## src/rtl/ibex_rf_ecc_scrubber_if.sv

```systemverilog
// Register-file side bus of the ECC scrubber: scrub read port with same-cycle decoder
// result, writeback request to the shared write port, and the snooped core write strobe.
interface ibex_rf_ecc_scrubber_if;
  logic        core_we_i;
  logic [4:0]  core_waddr_i;
  logic [4:0]  scrub_raddr_o;
  logic        scrub_err_i;
  logic        scrub_dbl_i;
  logic [31:0] scrub_cdata_i;
  // scrub_we_o is the request valid; the shared port is ready only while core_we_i is low.
  // A request is taken in any cycle where scrub_we_o=1, which the scrubber raises only when
  // core_we_i=0; otherwise it holds waddr/wdata and retries in the next cycle.
  logic        scrub_we_o;
  logic [4:0]  scrub_waddr_o;
  logic [31:0] scrub_wdata_o;

  modport master (
    input  core_we_i, core_waddr_i, scrub_err_i, scrub_dbl_i, scrub_cdata_i,
    output scrub_raddr_o, scrub_we_o, scrub_waddr_o, scrub_wdata_o
  );

  modport slave (
    output core_we_i, core_waddr_i, scrub_err_i, scrub_dbl_i, scrub_cdata_i,
    input  scrub_raddr_o, scrub_we_o, scrub_waddr_o, scrub_wdata_o
  );
endinterface

```

## src/rtl/ibex_rf_ecc_scrubber.sv

```systemverilog
// Background ECC scrubber for the register file: walks words 1..NumWords-1, rewrites
// correctable words and flags uncorrectable ones. Macro IBEX_RF_SCRUB_STATS_EN adds counters.
module ibex_rf_ecc_scrubber #(
  parameter int unsigned NumWords       = 32,
  parameter int unsigned IntervalCycles = 1024,
  parameter int unsigned CntWidth       = 16
) (
  input  logic                    clk_i,
  input  logic                    rst_i,
  input  logic                    scrub_en_i,
  ibex_rf_ecc_scrubber_if.master  rf,
  output logic [CntWidth-1:0]     corr_cnt_o,
  output logic [CntWidth-1:0]     uncorr_cnt_o,
  output logic                    alert_o,
  output logic                    pass_done_o,
  output logic [2:0]              dbg_state_o
);

  typedef enum logic [2:0] {
    S_IDLE  = 3'd0,
    S_WAIT  = 3'd1,
    S_READ  = 3'd2,
    S_CHECK = 3'd3,
    S_WRITE = 3'd4
  } state_e;

  localparam logic [4:0]  LastAddr   = 5'(NumWords - 1);
  localparam logic [15:0] FirstLoad  = 16'(IntervalCycles - 1);
  localparam logic [15:0] RepeatLoad = 16'(IntervalCycles);

  state_e      r_state, w_state_nxt;
  logic [4:0]  r_addr, w_addr_nxt;
  logic [15:0] r_cnt, w_cnt_nxt;
  logic        r_stale, w_stale_nxt;
  logic        r_err, r_dbl;
  logic [31:0] r_cdata;
  logic        w_collide;
  logic        w_advance;

  assign w_collide   = rf.core_we_i && (rf.core_waddr_i == r_addr);
  assign dbg_state_o = r_state;

  always_comb begin
    w_state_nxt      = r_state;
    w_addr_nxt       = r_addr;
    w_cnt_nxt        = r_cnt;
    w_stale_nxt      = r_stale;
    w_advance        = 1'b0;
    rf.scrub_raddr_o = 5'd0;
    rf.scrub_we_o    = 1'b0;
    rf.scrub_waddr_o = 5'd0;
    rf.scrub_wdata_o = 32'd0;
    alert_o          = 1'b0;
    pass_done_o      = 1'b0;

    unique case (r_state)
      S_IDLE: begin
        if (scrub_en_i) begin
          w_state_nxt = S_WAIT;
          w_cnt_nxt   = FirstLoad;
        end
      end
      S_WAIT: begin
        if (r_cnt == 16'd0) w_state_nxt = S_READ;
        else                w_cnt_nxt   = r_cnt - 16'd1;
      end
      S_READ: begin
        rf.scrub_raddr_o = r_addr;
        w_stale_nxt      = r_stale | w_collide;
        w_state_nxt      = S_CHECK;
      end
      S_CHECK: begin
        w_stale_nxt = r_stale | w_collide;
        if (r_dbl) begin
          alert_o   = 1'b1;
          w_advance = 1'b1;
        end else if (r_err) begin
          w_state_nxt = S_WRITE;
        end else begin
          w_advance = 1'b1;
        end
      end
      S_WRITE: begin
        rf.scrub_waddr_o = r_addr;
        rf.scrub_wdata_o = r_cdata;
        // A core write to this word makes the corrected data obsolete: give up on it.
        if (r_stale || w_collide) begin
          w_advance = 1'b1;
        end else if (!rf.core_we_i) begin
          rf.scrub_we_o = 1'b1;
          w_advance     = 1'b1;
        end
      end
      default: w_state_nxt = S_IDLE;
    endcase

    if (w_advance) begin
      w_addr_nxt  = (r_addr == LastAddr) ? 5'd1 : r_addr + 5'd1;
      pass_done_o = (r_addr == LastAddr);
      w_stale_nxt = 1'b0;
      w_cnt_nxt   = RepeatLoad;
      w_state_nxt = S_WAIT;
    end

    // Disabling abandons the current word without side effects; it is rescanned on resume.
    if (!scrub_en_i) begin
      w_state_nxt   = S_IDLE;
      w_addr_nxt    = r_addr;
      w_stale_nxt   = 1'b0;
      w_cnt_nxt     = 16'd0;
      rf.scrub_we_o = 1'b0;
      alert_o       = 1'b0;
      pass_done_o   = 1'b0;
    end
  end

  always_ff @(posedge clk_i) begin
    if (rst_i) begin
      r_state <= S_IDLE;
      r_addr  <= 5'd1;
      r_cnt   <= 16'd0;
      r_stale <= 1'b0;
      r_err   <= 1'b0;
      r_dbl   <= 1'b0;
      r_cdata <= 32'd0;
    end else begin
      r_state <= w_state_nxt;
      r_addr  <= w_addr_nxt;
      r_cnt   <= w_cnt_nxt;
      r_stale <= w_stale_nxt;
      if (r_state == S_READ) begin
        r_err   <= rf.scrub_err_i;
        r_dbl   <= rf.scrub_dbl_i;
        r_cdata <= rf.scrub_cdata_i;
      end
    end
  end

`ifdef IBEX_RF_SCRUB_STATS_EN
  logic [CntWidth-1:0] r_corr_cnt, r_uncorr_cnt;

  // A taken writeback is exactly one corrected word; an alert is exactly one uncorrectable word.
  always_ff @(posedge clk_i) begin
    if (rst_i) begin
      r_corr_cnt   <= '0;
      r_uncorr_cnt <= '0;
    end else begin
      if (rf.scrub_we_o && (r_corr_cnt != {CntWidth{1'b1}}))
        r_corr_cnt <= r_corr_cnt + CntWidth'(1);
      if (alert_o && (r_uncorr_cnt != {CntWidth{1'b1}}))
        r_uncorr_cnt <= r_uncorr_cnt + CntWidth'(1);
    end
  end

  assign corr_cnt_o   = r_corr_cnt;
  assign uncorr_cnt_o = r_uncorr_cnt;
`else
  assign corr_cnt_o   = '0;
  assign uncorr_cnt_o = '0;
`endif

endmodule
```

## src/flat_wrapper.sv

```systemverilog
// flat-port wrapper written by rule: the top's interface ports become plain ports
module ibex_rf_ecc_scrubber_flat 
#(
  parameter int unsigned NumWords       = 32,
  parameter int unsigned IntervalCycles = 1024,
  parameter int unsigned CntWidth       = 16
)
  (clk_i, rst_i, scrub_en_i, corr_cnt_o, uncorr_cnt_o, alert_o, pass_done_o, dbg_state_o, rf_core_we_i, rf_core_waddr_i, rf_scrub_err_i, rf_scrub_dbl_i, rf_scrub_cdata_i, rf_scrub_raddr_o, rf_scrub_we_o, rf_scrub_waddr_o, rf_scrub_wdata_o);
  ibex_rf_ecc_scrubber_if rf_i ();
  input  logic clk_i;
  input  logic rst_i;
  input  logic scrub_en_i;
  output logic [CntWidth-1:0] corr_cnt_o;
  output logic [CntWidth-1:0] uncorr_cnt_o;
  output logic alert_o;
  output logic pass_done_o;
  output logic [2:0] dbg_state_o;
  input wire logic [$bits(rf_i.core_we_i)-1:0] rf_core_we_i;
  input wire logic [$bits(rf_i.core_waddr_i)-1:0] rf_core_waddr_i;
  input wire logic [$bits(rf_i.scrub_err_i)-1:0] rf_scrub_err_i;
  input wire logic [$bits(rf_i.scrub_dbl_i)-1:0] rf_scrub_dbl_i;
  input wire logic [$bits(rf_i.scrub_cdata_i)-1:0] rf_scrub_cdata_i;
  output wire logic [$bits(rf_i.scrub_raddr_o)-1:0] rf_scrub_raddr_o;
  output wire logic [$bits(rf_i.scrub_we_o)-1:0] rf_scrub_we_o;
  output wire logic [$bits(rf_i.scrub_waddr_o)-1:0] rf_scrub_waddr_o;
  output wire logic [$bits(rf_i.scrub_wdata_o)-1:0] rf_scrub_wdata_o;
  assign rf_i.core_we_i = rf_core_we_i;
  assign rf_i.core_waddr_i = rf_core_waddr_i;
  assign rf_i.scrub_err_i = rf_scrub_err_i;
  assign rf_i.scrub_dbl_i = rf_scrub_dbl_i;
  assign rf_i.scrub_cdata_i = rf_scrub_cdata_i;
  assign rf_scrub_raddr_o = rf_i.scrub_raddr_o;
  assign rf_scrub_we_o = rf_i.scrub_we_o;
  assign rf_scrub_waddr_o = rf_i.scrub_waddr_o;
  assign rf_scrub_wdata_o = rf_i.scrub_wdata_o;
  ibex_rf_ecc_scrubber #(.NumWords(NumWords), .IntervalCycles(IntervalCycles), .CntWidth(CntWidth)) u_core (.clk_i(clk_i), .rst_i(rst_i), .scrub_en_i(scrub_en_i), .rf(rf_i), .corr_cnt_o(corr_cnt_o), .uncorr_cnt_o(uncorr_cnt_o), .alert_o(alert_o), .pass_done_o(pass_done_o), .dbg_state_o(dbg_state_o));
endmodule
```

## config.mk

```make
export PLATFORM = sky130hd
export DESIGN_NAME = ibex_rf_ecc_scrubber_flat
export DESIGN_NICKNAME = d
export VERILOG_FILES = /design/src/rtl/ibex_rf_ecc_scrubber_if.sv /design/src/rtl/ibex_rf_ecc_scrubber.sv /design/src/flat_wrapper.sv
export SDC_FILE = /design/constraint.sdc
export NUM_CORES = 1
export LEC_CHECK = 0
export CORE_MARGIN = 5
export CORE_UTILIZATION = 44
export DETAILED_ROUTE_END_ITERATION = 6
export GPL_ROUTABILITY_DRIVEN = 0
export MAX_ROUTING_LAYER = met4
export PLACE_DENSITY = 0.8
export RECOVER_POWER = 25
export SYNTH_ARGS = -nofsm -noshare
export SYNTH_HDL_FRONTEND = slang
export SYNTH_SLANG_ARGS = --single-unit
```

## constraint.sdc

```tcl
create_clock -name clk_i -period 2.4 [get_ports clk_i]
set_clock_uncertainty 0.15 [all_clocks]
set_input_delay 0.24 -clock clk_i [delete_from_list [all_inputs] [get_ports clk_i]]
set_output_delay 0.24 -clock clk_i [all_outputs]
set_load 0.05 [all_outputs]
```

==> flow_metrics.tcl, run 1 <==
set metrics [dict create \
    synth_area_um2 3210 \
    die_area_um2 9100 \
    start_util 0.447 \
    via_per_inst 4.91 \
    worstSetupPathType "reg2out" \
    port_buffers 90 \
    finalMaxSlewViolations 0 \
    critical_path.top_delay_family "buffers and inverters" \
    status "completed" \
    clock_sinks 59 \
    cp-end-kind "output port" \
    post-route-period-util 0.959 \
    worst-path-buf-inv 3 \
    cp_max_fo 31 \
    crit_slowest_cell "dfxtp_2" \
    power.density_nw_per_um2 521 \
    drt-initial-drc-count 96 \
    cts_tree "built" \
    setup_slack_ns 0.0985 \
    finalSetupViolations 0 \
    ys_ff_latch 59 \
    track_usage 0.198 \
    synthArstFlopShare 0 \
    ys_types 51 \
    pin_count 123 \
    n_fill_cell 551 \
    peakVddDrop_v 0.000362 \
    grt_antenna_before_repair 0 \
    drt.antenna.violating_nets 0 \
    rows 31 \
    top_layer "met4" \
    syn_inst 400 \
    cp.required_ns 2.01 \
    cts_buffers 9 \
    dpl_cell_area_um2 4540 \
    cap_violations 0 \
    met1_length_um 3470 \
    r2r_cells 8 \
    path_common_cell "buf_4" \
    critical_path.startpoint "u_core.dbg_state_o[2]" \
    ys_warn_count 0 \
    tightest_slew_ns 0.665 \
    grt_pass1_vias 2866 \
    core-area_um2 7180 \
    crit_path_end "rf_scrub_wdata_o[23]" \
    htreeDepth 3 \
    clock_latency_ns 0.33 \
    drc 0 \
    cts_hold_buf 0 \
    synthToLayoutAreaGrowth_pct 51.1 \
    cp_cell_sequence "nor3b_4 -> buf_4 -> buf_4 -> and2_1 -> buf_12" \
    rr_startpoint "u_core.dbg_state_o[2]" \
    worst_ep_arrival_time_ns 1.91 \
    clockBufferDepth 2 \
    syn_avg_cell_area_um2 8.02 \
    fp.dieW_um 95.4 \
    slew_headroom 0.557 \
    routed-wl-met2_um 4190 \
    cts_root_buf "clkbuf_8" \
    final_area_um2 4850 \
    max_freq_ghz 0.434 \
    start_kind "register" \
    final_cell_count_no_fill 596 \
    avgRoutedWirePerCell_um 14.3 \
    drt-total-wl_um 8500 \
    synth_edf_count 0 \
    grt_pass1_wl_um 13600 \
    power_leakage_nw 1.85 \
    final_hold_viol_count 0 \
    path_depth 5 \
    dpl.hpwl_um 6180 \
    synth_flop_cell "dfxtp_1" \
    preCtsSetupSlack_ns 0.170 \
    place_inst 575 \
    grt-ovfl-total 0 \
    ys_seq_area_frac 0.368 \
    route.vias.total 2926 \
    clk_pin_slew_ns 0.07 \
    nets 538 \
    met3WireLength_um 719 \
    grt_max_degree 41 \
    reg2reg_slack_ns 0.15 \
    dr.pass1.iters 7 \
    min_path_type "in2reg" \
    n_antenna_cell 0 \
    die_y_um 95.4 \
    drive_gt1_frac 0.211 \
    r2r-end "u_core.r_cnt[12]" \
    rsz0062_at_grt "no" \
    critPathMaxStageDelay_ns 0.42 \
    min_period_ns 2.30 \
    hold_path_depth 3 \
]
## layout make-up
cell class / count / area (um2) / share of cell area
sequential: 59 / 1180 / 0.244
clock buffer: 12 / 165 / 0.0341
timing repair buffer: 104 / 1450 / 0.299
tap: 99 / 124 / 0.0256
multi-input combinational: 316 / 1820 / 0.376
clock inverter: 4 / 95.1 / 0.0196
inverter: 2 / 7.51 / 0.00155
## worst min path at each step
stage                               from            endpoint  slack (ns)
finish              rf_scrub_cdata_i[18]  u_core.r_cdata[18]        0.30
global route         rf_scrub_cdata_i[8]   u_core.r_cdata[8]        0.30
CTS                 rf_scrub_cdata_i[18]  u_core.r_cdata[18]        0.29
detailed placement     u_core.r_cdata[4]   u_core.r_cdata[4]        0.29
global placement      u_core.r_cdata[19]  u_core.r_cdata[19]        0.29
floorplan            rf_scrub_cdata_i[0]   u_core.r_cdata[0]        0.23
## placed cells by master, fill, tap and decap left out, types with 2 or more instances in the layout
master and count:
or3_1 3, buf_12 45, o22a_1 2, o32ai_1 2
bufinv_16 3, or3b_2 4, buf_4 11, and2_1 37
nor2b_2 2, inv_1 2, xnor2_1 11, nor4b_2 2
ha_1 3, dfxtp_1 57, nand2b_1 9, a211oi_1 3
nor4_4 2, and2_2 5, nor2_1 13, nand3_1 5
clkbuf_8 12, a21oi_1 46, o21ai_1 4, nand2_1 74
xor2_1 4, conb_1 32, nor2b_1 5, nor3_1 16
and3_1 3, or2_2 3, clkdlybuf4s50_1 44, nor3_2 2
dfxtp_2 2
## sequential cells by signal, indices dropped and copies added (netlist names)
register and flops:
u_core.r_err 1, u_core.r_dbl 1, u_core.r_addr 5, u_core.r_stale 1
u_core.r_cdata 32, u_core.dbg_state_o 3, u_core.r_cnt 16
## synth_stat cells (all sizes together) (4+ instances only)
| cell type | count | share of area |
|---|---|---|
| clkbuf | 16 | 0.019 |
| nor2 | 13 | 0.015 |
| nor4 | 4 | 0.019 |
| buf | 38 | 0.089 |
| nand2 | 75 | 0.088 |
| o21ai | 4 | 0.0062 |
| nand3 | 5 | 0.0078 |
| or3 | 4 | 0.0094 |
| nor2b | 7 | 0.014 |
| nand2b | 9 | 0.018 |
| or3b | 6 | 0.017 |
| dfxtp | 59 | 0.37 |
| nor3 | 19 | 0.035 |
| and2 | 42 | 0.082 |
| xnor2 | 11 | 0.030 |
| xor2 | 4 | 0.011 |
| a21oi | 46 | 0.072 |
## logic make-up (layout without fill, tap and decap cells)
group / after synthesis / count (layout) / synth area share
other: 1 / 32 / 0.00117
adder cells (fa/ha/maj): 3 / 3 / 0.0117
flip-flops: 59 / 59 / 0.368
AND/OR/NAND/NOR: 199 / 199 / 0.346
AO/OA/AOI/OAI: 66 / 66 / 0.119
multiplexers: 1 / 1 / 0.00312
buffers and inverters: 56 / 122 / 0.110
XOR/XNOR: 15 / 15 / 0.0410
## worst min-delay path: stages
cell,delay [ns]
clkdlybuf4s50_1,0.39
nand2_1,0.05
a21oi_1,0.05
## stage by stage
stage / hold slack, ns / total power (W) / TNS, ns / utilization
4_1_cts: 0.285 / 0.00254 / 0 / 0.672
2_1_floorplan: 0.226 / 0.00130 / -0.0490 / -
3_5_place_dp: 0.292 / 0.00137 / 0 / 0.633
3_3_place_gp: 0.287 / 0.00136 / 0 / 0.633
6_report: 0.298 / 0.00252 / 0 / 0.675
5_1_grt: 0.298 / 0.00262 / 0 / 0.675
## metal layers
layer	vias to the layer above	GRT usage
met4	0	0.0770
li1	1453	-
met1	1375	0.234
met3	11	0.0695
met2	87	0.310
met5	-	-
## power breakdown
part	leakage [nW]	internal (W)	total, W	switching [W]
clock network	0.133	0.000774	0.00117	0.000397
registers	0.479	0.000994	0.00101	0.0000180
logic	1.24	0.000124	0.000340	0.000215
## timing repair
item	CTS	global route
pin swaps	1	0
buffers inserted	2	3
resized for setup	0	3
setup endpoints to repair	29	6
Power figures use the tool's default switching activity.
==> run 2: changes to the inputs <==
--- a/config.mk
+++ b/config.mk
@@ -5,12 +5,13 @@
 export SDC_FILE = /design/constraint.sdc
 export NUM_CORES = 1
 export LEC_CHECK = 0
+export CORE_ASPECT_RATIO = 0.6
 export CORE_MARGIN = 5
-export CORE_UTILIZATION = 44
+export CORE_UTILIZATION = 40
 export DETAILED_ROUTE_END_ITERATION = 6
 export GPL_ROUTABILITY_DRIVEN = 0
 export MAX_ROUTING_LAYER = met4
-export PLACE_DENSITY = 0.8
+export PLACE_DENSITY_LB_ADDON = 0.25
 export RECOVER_POWER = 25
 export SYNTH_ARGS = -nofsm -noshare
 export SYNTH_HDL_FRONTEND = slang
==> run 2 against run 1 <==
Sequential share of layout area about the same. Final area increased by 0.18%. Sequential power about the same. Total power decreased by 1.6%. Worst hold slack got worse by 0.0027 ns. Register-to-register slack about the same. Largest cell class unchanged. Highest routed layer unchanged.
==> flow_metrics.tcl, run 2 (synthesis gave the netlist of run 1 again) <==
set metrics [dict create \
    status "completed" \
    min_period_ns 2.26 \
    route.vias.total 2941 \
    cts_root_buf "clkbuf_16" \
    crit_slowest_cell "dfxtp_2" \
    reg2reg_slack_ns 0.15 \
    grt_max_degree 41 \
    cap_violations 0 \
    via_per_inst 4.86 \
    pin_count 123 \
    tightest_slew_ns 0.494 \
    dpl.hpwl_um 6490 \
    drt-total-wl_um 8780 \
    p_sw_w 0.000628 \
    max_freq_ghz 0.442 \
    worst-path-buf-inv 2 \
    clock_sinks 59 \
    cts_hold_buf 0 \
    cp_cell_sequence "nor3b_4 -> buf_4 -> nand3_1 -> nand2_2 -> nor2_1 -> nor2b_2 -> buf_12" \
    power.share.clock 0.452 \
    slew_headroom 0.662 \
    grt_antenna_before_repair 0 \
    grt_pass1_vias 2750 \
    seqCellArea_um2 1180 \
    sequentialPowerShare 0.409 \
    post-route-period-util 0.942 \
    largest_reg_flops 32 \
    nets 542 \
    htreeDepth 3 \
    port_buffers 90 \
    cp_max_fo 10 \
    final_hold_viol_count 0 \
    clock_latency_ns 0.32 \
    mostFrequentLayoutCell "nand2_1" \
    cts_buffers 9 \
    drt-initial-drc-count 126 \
    cp-end-kind "output port" \
    min_path_type "reg2reg" \
    peakVddDrop_v 0.000472 \
    clockBufferDepth 2 \
    comb_power_share 0.139 \
    drt.antenna.violating_nets 0 \
    rows 25 \
    power_leakage_nw 1.85 \
    n_antenna_cell 0 \
    die_y_um 79.4 \
    rsz0062_at_grt "no" \
    mostFrequentLayoutCells "nand2_1, dfxtp_1, a21oi_1" \
    utilization 0.618 \
    cp.required_ns 2.01 \
    p_int_w 0.00185 \
    finalSetupViolations 0 \
    cts_tree "built" \
    grt_pass1_wl_um 13800 \
    multi_input_area_um2 1820 \
    power.density_nw_per_um2 511 \
    n_fill_cell 647 \
    drc 0 \
    worst_ep_arrival_time_ns 1.87 \
    largest-register "u_core.r_cdata" \
    critPathMaxStageDelay_ns 0.43 \
    drive_gt1_frac 0.207 \
    avgRoutedWirePerCell_um 14.5 \
    finalMaxSlewViolations 0 \
    start_util 0.408 \
    fp.dieW_um 126 \
    synthToLayoutAreaGrowth_pct 51.4 \
    die_area_um2 9970 \
    core-area_um2 7850 \
    switching_share 0.253 \
    start_kind "register" \
    critical_path.top_delay_family "simple AND/OR/NAND/NOR gates" \
    track_usage 0.180 \
    clk_pin_slew_ns 0.05 \
    worstSetupPathType "reg2out" \
    grt-ovfl-total 0 \
    power_w 0.00248 \
    largestRegisters "u_core.r_cdata: 32 flops, u_core.r_cnt: 16 flops, u_core.r_addr: 5 flops" \
    dr.pass1.iters 4 \
]
==> run 2: cell types whose count changed in the layout (fill, tap and decap cells not counted), sizes merged <==
cell,change
clkinv,-1
buf,+4
bufinv,-3
clkdlybuf4s50,+1
dlygate4sd3,-1
==> run 2: worst paths after layout <==
path | from | endpoint | cells after the start
worst max-delay path | u_core.dbg_state_o[2] | pass_done_o | 7
worst min-delay path | u_core.r_cdata[2] | u_core.r_cdata[2] | 2
worst max register to register | u_core.r_cnt[1] | u_core.r_cnt[0] | 7
worst min register to register | u_core.r_cdata[2] | u_core.r_cdata[2] | 2
==> run 2: per-stage QoR <==
step / instance area (um2) / instances / setup WS, ns / setup TNS (ns) / hold slack [ns]
after floorplan: 3340 / 431 / -0.0490 / -0.0490 / 0.226
after global placement: 4580 / 590 / 0.140 / 0 / 0.287
after detailed placement: 4580 / 590 / 0.106 / 0 / 0.292
after CTS: 4850 / 603 / 0.0449 / 0 / 0.299
after global routing: 4850 / 605 / 0.0239 / 0 / 0.305
final: 4850 / 605 / 0.139 / 0 / 0.296
==> run 2: cell type report <==
class	instances	share of cell area
multi-input combinational	316	0.375
timing repair buffer	108	0.299
sequential	59	0.244
clock buffer	12	0.0528
tap	108	0.0278
inverter	2	0.00155
==> run 2: power by group through the flow <==
stage	logic (W)	registers (W)	clock network (W)
6_report	0.000345	0.00101	0.00112
3_5_place_dp	0.000341	0.00103	0
3_3_place_gp	0.000339	0.00103	0
4_1_cts	0.000343	0.00101	0.00116
5_1_grt	0.000366	0.00102	0.00120
2_1_floorplan	0.000268	0.00103	0
==> run 2: worst register-to-register path: stages (launching register included) <==
cell and delay (ns):
dfxtp_1 0.32, inv_1 0.06, ha_1 0.18, or3b_2 0.50, nor4_4 0.33, a21oi_1 0.25
nor3_1 0.25, a211oi_1 0.08
==> run 2: metal layers <==
metal,global-route usage,part of all wire
met3,0.0874,0.096
met4,0.0400,0.0093
met2,0.260,0.43
met1,0.227,0.46
met5,-,0
==> run 2: what timing repair did <==
action                     4_1_cts  5_1_grt
resized for setup                2        2
pin swaps                        1        2
setup buffers                    1        2
cloned                           0        0
setup endpoints to repair        6        9
